[config.mk]
export PLATFORM = sky130hd
export DESIGN_NAME = fpr_cdb_arbiter
export DESIGN_NICKNAME = d
export VERILOG_FILES = /design/src/rtl/fpr_cdb_arbiter.sv
export SDC_FILE = /design/constraint.sdc
export NUM_CORES = 1
export LEC_CHECK = 0
export ABC_CLOCK_PERIOD_IN_PS = 2100
export CELL_PAD_IN_SITES_DETAIL_PLACEMENT = 1
export CELL_PAD_IN_SITES_GLOBAL_PLACEMENT = 1
export CORE_MARGIN = 2
export CORE_UTILIZATION = 17
export CTS_BUF_LIST = sky130_fd_sc_hd__clkbuf_4 sky130_fd_sc_hd__clkbuf_8
export DETAILED_ROUTE_END_ITERATION = 10
export HOLD_SLACK_MARGIN = 0.15
export PLACE_DENSITY_LB_ADDON = 0.15
export SLEW_MARGIN = 10
export SYNTH_ARGS = -nofsm -noshare
export SYNTH_HDL_FRONTEND = slang
export SYNTH_SLANG_ARGS = --single-unit
export TNS_END_PERCENT = 10
[constraint.sdc]
create_clock -name clk -period 2.1 [get_ports clk]
set_clock_uncertainty 0.1 [all_clocks]
set_input_delay 0.42 -clock clk [delete_from_list [all_inputs] [get_ports clk]]
set_output_delay 0.42 -clock clk [all_outputs]
set_load 0.01 [all_outputs]
[src/rtl/fpr_cdb_arbiter.sv]
// FPR common data bus arbiter.
// Shares one CDB between round-robin reservation-station requesters (one-cycle
// grant-to-broadcast) and round-robin fixed-latency pipelined units that book
// their landing slot PIPE_LAT cycles ahead in a reservation calendar.
module fpr_cdb_arbiter #(
    parameter int N_RS      = 3,
    parameter int N_PIPE    = 2,
    parameter int PIPE_LAT  = 3,   // legal range 2..15
    parameter int ROB_WIDTH = 6
) (
    input  logic                                clk,
    input  logic                                reset,
    input  logic [N_RS-1:0]                     rs_valid,
    output logic [N_RS-1:0]                     rs_ready,
    input  logic [N_RS-1:0][ROB_WIDTH-1:0]      rs_tag,
    input  logic [N_RS-1:0][31:0]               rs_result,
    input  logic [N_PIPE-1:0]                   pipe_start_req,
    output logic [N_PIPE-1:0]                   pipe_start_ack,
    input  logic [N_PIPE-1:0][ROB_WIDTH-1:0]    pipe_tag,
    input  logic [N_PIPE-1:0][31:0]             pipe_result,
    output logic                                cdb_valid,
    output logic [ROB_WIDTH-1:0]                cdb_tag,
    output logic [31:0]                         cdb_data
);

    localparam int RS_IW   = (N_RS   > 1) ? $clog2(N_RS)   : 1;
    localparam int PIPE_IW = (N_PIPE > 1) ? $clog2(N_PIPE) : 1;
    localparam int OWN_IW  = (RS_IW > PIPE_IW) ? RS_IW : PIPE_IW;
    // The slot for now+PIPE_LAT is written by this cycle's ack directly into
    // the shifted calendar, so only slots now+1 .. now+PIPE_LAT-1 are stored.
    localparam int CAL_N   = PIPE_LAT - 1;

    typedef enum logic [1:0] {
        OWN_NONE = 2'd0,
        OWN_RS   = 2'd1,
        OWN_PIPE = 2'd2
    } own_kind_e;

    typedef struct packed {
        logic               busy;
        logic [PIPE_IW-1:0] idx;
    } slot_t;

    slot_t [CAL_N-1:0]    cal_q, cal_d;
    logic  [RS_IW-1:0]    rs_ptr_q, rs_ptr_d;
    logic  [PIPE_IW-1:0]  pipe_ptr_q, pipe_ptr_d;
    own_kind_e            own_kind_q, own_kind_d;
    logic  [OWN_IW-1:0]   own_idx_q, own_idx_d;
    logic  [ROB_WIDTH-1:0] own_tag_q, own_tag_d;
    logic                 reset_q;
    logic                 blocked;
    logic                 rs_hit, pipe_hit;
    logic  [RS_IW-1:0]    rs_win;
    logic  [PIPE_IW-1:0]  pipe_win;

    function automatic logic [RS_IW-1:0] rs_wrap(input int v);
        return RS_IW'(v % N_RS);
    endfunction

    function automatic logic [PIPE_IW-1:0] pipe_wrap(input int v);
        return PIPE_IW'(v % N_PIPE);
    endfunction

    // No grants or acks while in reset or in the first cycle after it.
    assign blocked = reset | reset_q;

    // Pipe start arbitration: round robin, never blocked by RS traffic.
    always_comb begin
        // NOTE: every always_comb output gets a default first so no latch is inferred.
        pipe_hit       = 1'b0;
        pipe_win       = '0;
        pipe_start_ack = '0;
        for (int off = 0; off < N_PIPE; off++) begin
            if (!pipe_hit && pipe_start_req[pipe_wrap(int'(pipe_ptr_q) + off)]) begin
                pipe_hit = 1'b1;
                pipe_win = pipe_wrap(int'(pipe_ptr_q) + off);
            end
        end
        if (blocked) pipe_hit = 1'b0;
        if (pipe_hit) pipe_start_ack[pipe_win] = 1'b1;
        pipe_ptr_d = pipe_hit ? pipe_wrap(int'(pipe_win) + 1) : pipe_ptr_q;
    end

    // RS arbitration: round robin, only into a free next-cycle slot.
    always_comb begin
        rs_hit   = 1'b0;
        rs_win   = '0;
        rs_ready = '0;
        for (int off = 0; off < N_RS; off++) begin
            if (!rs_hit && rs_valid[rs_wrap(int'(rs_ptr_q) + off)]) begin
                rs_hit = 1'b1;
                rs_win = rs_wrap(int'(rs_ptr_q) + off);
            end
        end
        if (blocked || cal_q[0].busy) rs_hit = 1'b0;
        if (rs_hit) rs_ready[rs_win] = 1'b1;
        rs_ptr_d = rs_hit ? rs_wrap(int'(rs_win) + 1) : rs_ptr_q;
    end

    // Calendar shift plus booking of this cycle's pipe ack.
    always_comb begin
        cal_d = '0;
        for (int k = 0; k < CAL_N - 1; k++) cal_d[k] = cal_q[k+1];
        if (pipe_hit) cal_d[CAL_N-1] = slot_t'{busy: 1'b1, idx: pipe_win};
    end

    // Next bus owner: a booked pipe slot wins, else the granted RS, else idle.
    always_comb begin
        own_kind_d = OWN_NONE;
        own_idx_d  = '0;
        own_tag_d  = '0;
        if (cal_q[0].busy) begin
            own_kind_d = OWN_PIPE;
            own_idx_d  = OWN_IW'(cal_q[0].idx);
        end else if (rs_hit) begin
            own_kind_d = OWN_RS;
            own_idx_d  = OWN_IW'(rs_win);
            own_tag_d  = rs_tag[rs_win];
        end
    end

    // State registers with synchronous reset; reset drops all reservations.
    always_ff @(posedge clk) begin
        // NOTE: sequential state uses non-blocking assignments only.
        reset_q <= reset;
        if (reset) begin
            cal_q      <= '0;
            rs_ptr_q   <= '0;
            pipe_ptr_q <= '0;
            own_kind_q <= OWN_NONE;
            own_idx_q  <= '0;
            own_tag_q  <= '0;
        end else begin
            cal_q      <= cal_d;
            rs_ptr_q   <= rs_ptr_d;
            pipe_ptr_q <= pipe_ptr_d;
            own_kind_q <= own_kind_d;
            own_idx_q  <= own_idx_d;
            own_tag_q  <= own_tag_d;
        end
    end

    // CDB broadcast decoded from the owner register.
    always_comb begin
        cdb_valid = 1'b0;
        cdb_tag   = 'x;
        cdb_data  = 'x;
        case (own_kind_q)
            OWN_RS: begin
                cdb_valid = !reset;
                cdb_tag   = own_tag_q;
                cdb_data  = rs_result[RS_IW'(own_idx_q)];
            end
            OWN_PIPE: begin
                cdb_valid = !reset;
                cdb_tag   = pipe_tag[PIPE_IW'(own_idx_q)];
                cdb_data  = pipe_result[PIPE_IW'(own_idx_q)];
            end
            default: ;
        endcase
    end

endmodule

After elaboration in Yosys (flattened, before gate mapping)
Cells that the tools add are included.
{ "op_classes": {"addsub": 5, "n_mul": 0, "n_div": 4, "n_lt_le_gt_ge": 11, "eq_ne": 2, "n_shift": 0, "mux": 44, "n_bitwise": 3, "n_reduce_logical": 14} }
{ "op_table": {"columns": ["cell", "n"], "rows": [
  ["remainder unit 32 x 3 -> 32 bit, second input constant", 3],
  ["two-way mux 32 bit", 3],
  ["binary-select mux 32 bit (select 2 bit)", 1],
  ["one-hot mux 32 bit (2 select lines)", 1],
  ["remainder unit 3 x 3 -> 32 bit, second input constant", 1],
  ["two-way mux 1 bit", 22],
  ["two-way mux 6 bit", 3],
  ["< comparator 2 x 3 -> 1 bit, second input constant", 5],
  ["binary-select mux 6 bit (select 2 bit)", 1],
  ["two-way mux 2 bit", 6],
  ["one-hot mux 6 bit (2 select lines)", 1],
  ["< comparator 1 x 2 -> 1 bit, second input constant", 4],
  ["adder 2 x 1 -> 3 bit, second input constant", 2],
  ["binary-select mux 1 bit (select 2 bit)", 3],
  ["OR reduction 2 bit", 3],
  ["logical AND 1 bit", 5],
  ["zero test 1 bit", 4],
  ["adder 2 x 2 -> 3 bit, second input constant", 1],
  ["two-way mux 3 bit", 1],
  ["OR reduction 3 bit", 1],
  ["adder 1 bit, second input constant", 2],
  ["demux 1 bit (select 2 bit)", 1],
  ["== test 2 x 1 -> 1 bit, second input constant", 1],
  ["== test 2 bit, second input constant", 1],
  ["6 further kinds", 7]
]} }
{ "totals": {"regBits": 18, "latchBits": 0, "ram_bits": 0, "romBits": 0, "in_bits": 197, "out_inout_bits": 44, "word_cells": 95, "mem_count": 0} }

Depth between registers and ports, before layout
{ "depth": {"ltp_word": 15, "mapped_depth": 9, "mapped_depth_nobuf": 7} }

Worst setup path before layout
Ideal clock, no wire load.
{ "synth_path": {"path_type": "register to output", "startpoint": "register rs_ptr_q[0]", "endpoint": "output port rs_ready[0]", "arrival_time_ns": 1.863, "required_time_ns": 1.580, "path_slack_ns": -0.283, "path_stages_with_launch": 10, "path_cell_list": "dfxtp_1 inv_1 ha_1 buf_4 nor2b_1 a2bb2oi_1 o221ai_1 buf_2 nand2_1 nor2_1"} }
{ "synth_between": {"elab_chain_len": 15} }
{ "synth_rtl": {"columns": ["item", "line_no", "rtl"], "rows": [
  ["from (decl)", "45", "logic [RS_IW-1:0] rs_ptr_q, rs_ptr_d;"],
  ["from (signal assigned)", "135", "rs_ptr_q <= rs_ptr_d;"],
  ["parallel branches: the longest is 14 deep, another holds remainder unit 32 x 3 -> 32 bit", null, null],
  ["two-way mux 3 bit *", "96", "if (rs_hit) rs_ready[rs_win] = 1'b1;"],
  ["to (decl)", "14", "output logic [N_RS-1:0] rs_ready,"]
]} }
Mark *: on every way between the ends. The select of a mux whose other input is x is not followed.

Final worst setup path
{ "layout_path": {"startpoint": "register rs_ptr_q[0]", "endpoint": "output port rs_ready[1]"} }
Same word-level chain as after synthesis.

==> results.toml <==
[yosys]
yosysTopAreaCellShare_pct = 30.58
syn_inst = 315
yosys_warnings = 0
synthesis.area_sq_um = 2422
syn_area_per_cell_sq_um = 7.690
syn_nets = 517
synth_area_leader_cell = "mux2i_1"
post_synth_main_area_contributors = "mux2i_1 (31%), dfxtp_1 (15%), a211oi_1 (9.6%)"
yosysSeqAreaShare_pct = 14.88
ys.flop_type = "dfxtp_1"
synth-edff-count = 0
ys_types = 39
synthArstFlopShare_pct = 0
ys_ff_latch = 18

[global_routing]
grt.total_usage_pct = 17.39
antenna_found_initial = 1
grt_overflow = 0
grt_pass1_wl_microns = 20860
grt_pass1_vias = 3614
grt_max_degree = 33

[routing]
wl_met3_microns = 1265
vias = 3504
ant_nets = 0
routedWlPerCell_microns = 18.76
routed_wl_microns = 14480
maxUsedRoutingLayer = "met5"
wl_met1_microns = 5568
drc_errors = 0
wl_met2_microns = 7532
drt_iter0_drc = 74
dr.pass1.iters = 4
vias_per_cell = 4.539

[sta]
finalSetupTns_ps = -3269
period_minus_slack_ps = 2573
post-route-worst-setup-slack_ps = -473.4
rsz0062_at_grt = "yes"
max_freq_mhz = 388.6
slew_headroom_pct = 82.54
worst_slew_pin_slew_ps = 254.7
report.final.slew_viol_count = 0
finalSetupViolations = 14
finalCritPeriodShare_pct = 122.5
hold_violations = 0

[worst_setup_path]
path_class = "flop to primary output"
crit_fanout = 3
cp_data_arrival_time_ps = 2050
start_kind = "flop"
critPathRequiredTime_ps = 1580
end_kind = "primary output"

[floorplanning]
die_height_microns = 123.4
die_x_microns = 123.4
core_area_sq_um = 13880
start_util_pct = 17.45
row_count = 43
die_area_sq_um = 15220
pin_count = 241

[clocking]
htreeDepth = 1
path_clk_slew_ps = 70
cts.path.max_buffers = 2
cts_buffers = 3
cts-root-buf = "clkbuf_8"
clk_latency_ps = 240
cts_tree = "done"
hold_buffers = 0
cts.sinks = 18

[hold_path]
worstHoldPathType = "flop to flop"

[status]
status = "finished, violations left"
violations = "negative setup slack"

[cells_and_area]
finalNetCount = 795
drive_above_1_share_pct = 28.38
final_core_util_pct = 41.64
diodes = 0
final_cell_mix = "clkdlybuf4s50_1 (193), mux2i_1 (71), nor2_1 (42)"
final_common_cell = "clkdlybuf4s50_1"
area_growth_pct = 138.6

[placed_design]
dp.final_hpwl_microns = 11580
io_buffer_count = 240
finalWeightedCongestion = 0.8315

[pwr]
p_per_area_nw_per_um2 = 418.1
p_leak_uw = 0.002143
ir_worst_vdd_v = 0.0002600

[job]
cap_violations = 0
final timing paths:
path | startpoint | endpoint | slack [ps] | cells after the start
max reg2reg | rs_ptr_q[0] | rs_ptr_q[0] | -280 | 12
min reg2reg | cal_d[1] | cal_q[1] | 350 | 1
max | rs_ptr_q[0] | rs_ready[1] | -470 | 9
min | cal_d[1] | cal_q[1] | 350 | 1
registers in the layout, indices dropped and copies added, names as in the netlist:
register,cells
reset_q,1
cal_d,2
cal_q,2
own_kind_q,2
own_tag_q,6
rs_ptr_q,2
pipe_ptr_q,1
own_idx_q,2
what timing repair did:
action / in CTS / in global routing
pin swaps: 29 / 20
endpoints found under the setup margin: 52 / 51
setup buffers: 16 / 5
resized for setup: 187 / 41
cloned: 2 / 0
where the power goes:
group	switching, uW	internal, uW	total [uW]
Sequential	19.9	375	394
Clock	107	147	254
Combinational	746	1020	1770
per-layer routing:
metal / global-route usage (%) / up-vias
met4: 1.776 / 2
met1: 20.10 / 1638
met5: 0 / -
met3: 4.290 / 10
met2: 33.07 / 131
li1: - / 1723
Yosys cell counts, types with 5 or more instances:
| library cell | n |
|---|---|
| dfxtp_1 | 18 |
| a21oi_1 | 41 |
| nor2b_1 | 6 |
| nor2_1 | 42 |
| o21ai_0 | 14 |
| buf_1 | 6 |
| a31oi_1 | 6 |
| inv_1 | 7 |
| mux2i_1 | 74 |
| buf_2 | 6 |
| nand3_1 | 6 |
| ha_1 | 5 |
| a211oi_1 | 31 |
| clkbuf_1 | 14 |
cell families (layout without fill, tap and decap cells):
kind of cell    Yosys count  count (layout)  share of synthesized area [%]
compound gates          107             107                          30.06
mux                      75              75                          31.51
simple gates             72              72                          13.69
buf+inv                  38             315                          7.283
flops                    18              18                          14.88
fa+ha+maj                 5               5                          2.583
stage by stage:
stage / cell area (sq um) / instances / worst slack, ps / hold slack (ps) / total power [uW]
6_report: 5781 / 772 / -473.4 / 345.4 / 2417
5_1_grt: 5781 / 772 / -557.2 / 357.3 / 2588
4_1_cts: 5654 / 767 / -491.0 / 350.7 / 2332
3_5_place_dp: 5383 / 745 / -885.6 / 324.7 / 2007
3_3_place_gp: 5383 / 745 / -801.1 / 320.3 / 1976
2_1_floorplan: 2457 / 315 / -99.40 / 313.8 / 1086
critical path: stages, from the launching register on:
cell and delay [ps]:
dfxtp_4 360, inv_4 40, ha_4 230, mux2i_2 160
buf_4 150, o22a_1 230, a311o_2 340, nand4_1 140
inv_2 50, buf_6 110
final cells by class:
class,instances,area [sq um]
clock buffers,4,48.80
fillers,1647,8100
inverters,7,28.78
multi-input cells,259,2152
repair buffers,304,2953
well taps,180,225.2
flip-flops and latches,18,372.9
Power figures use the tool's default switching activity.
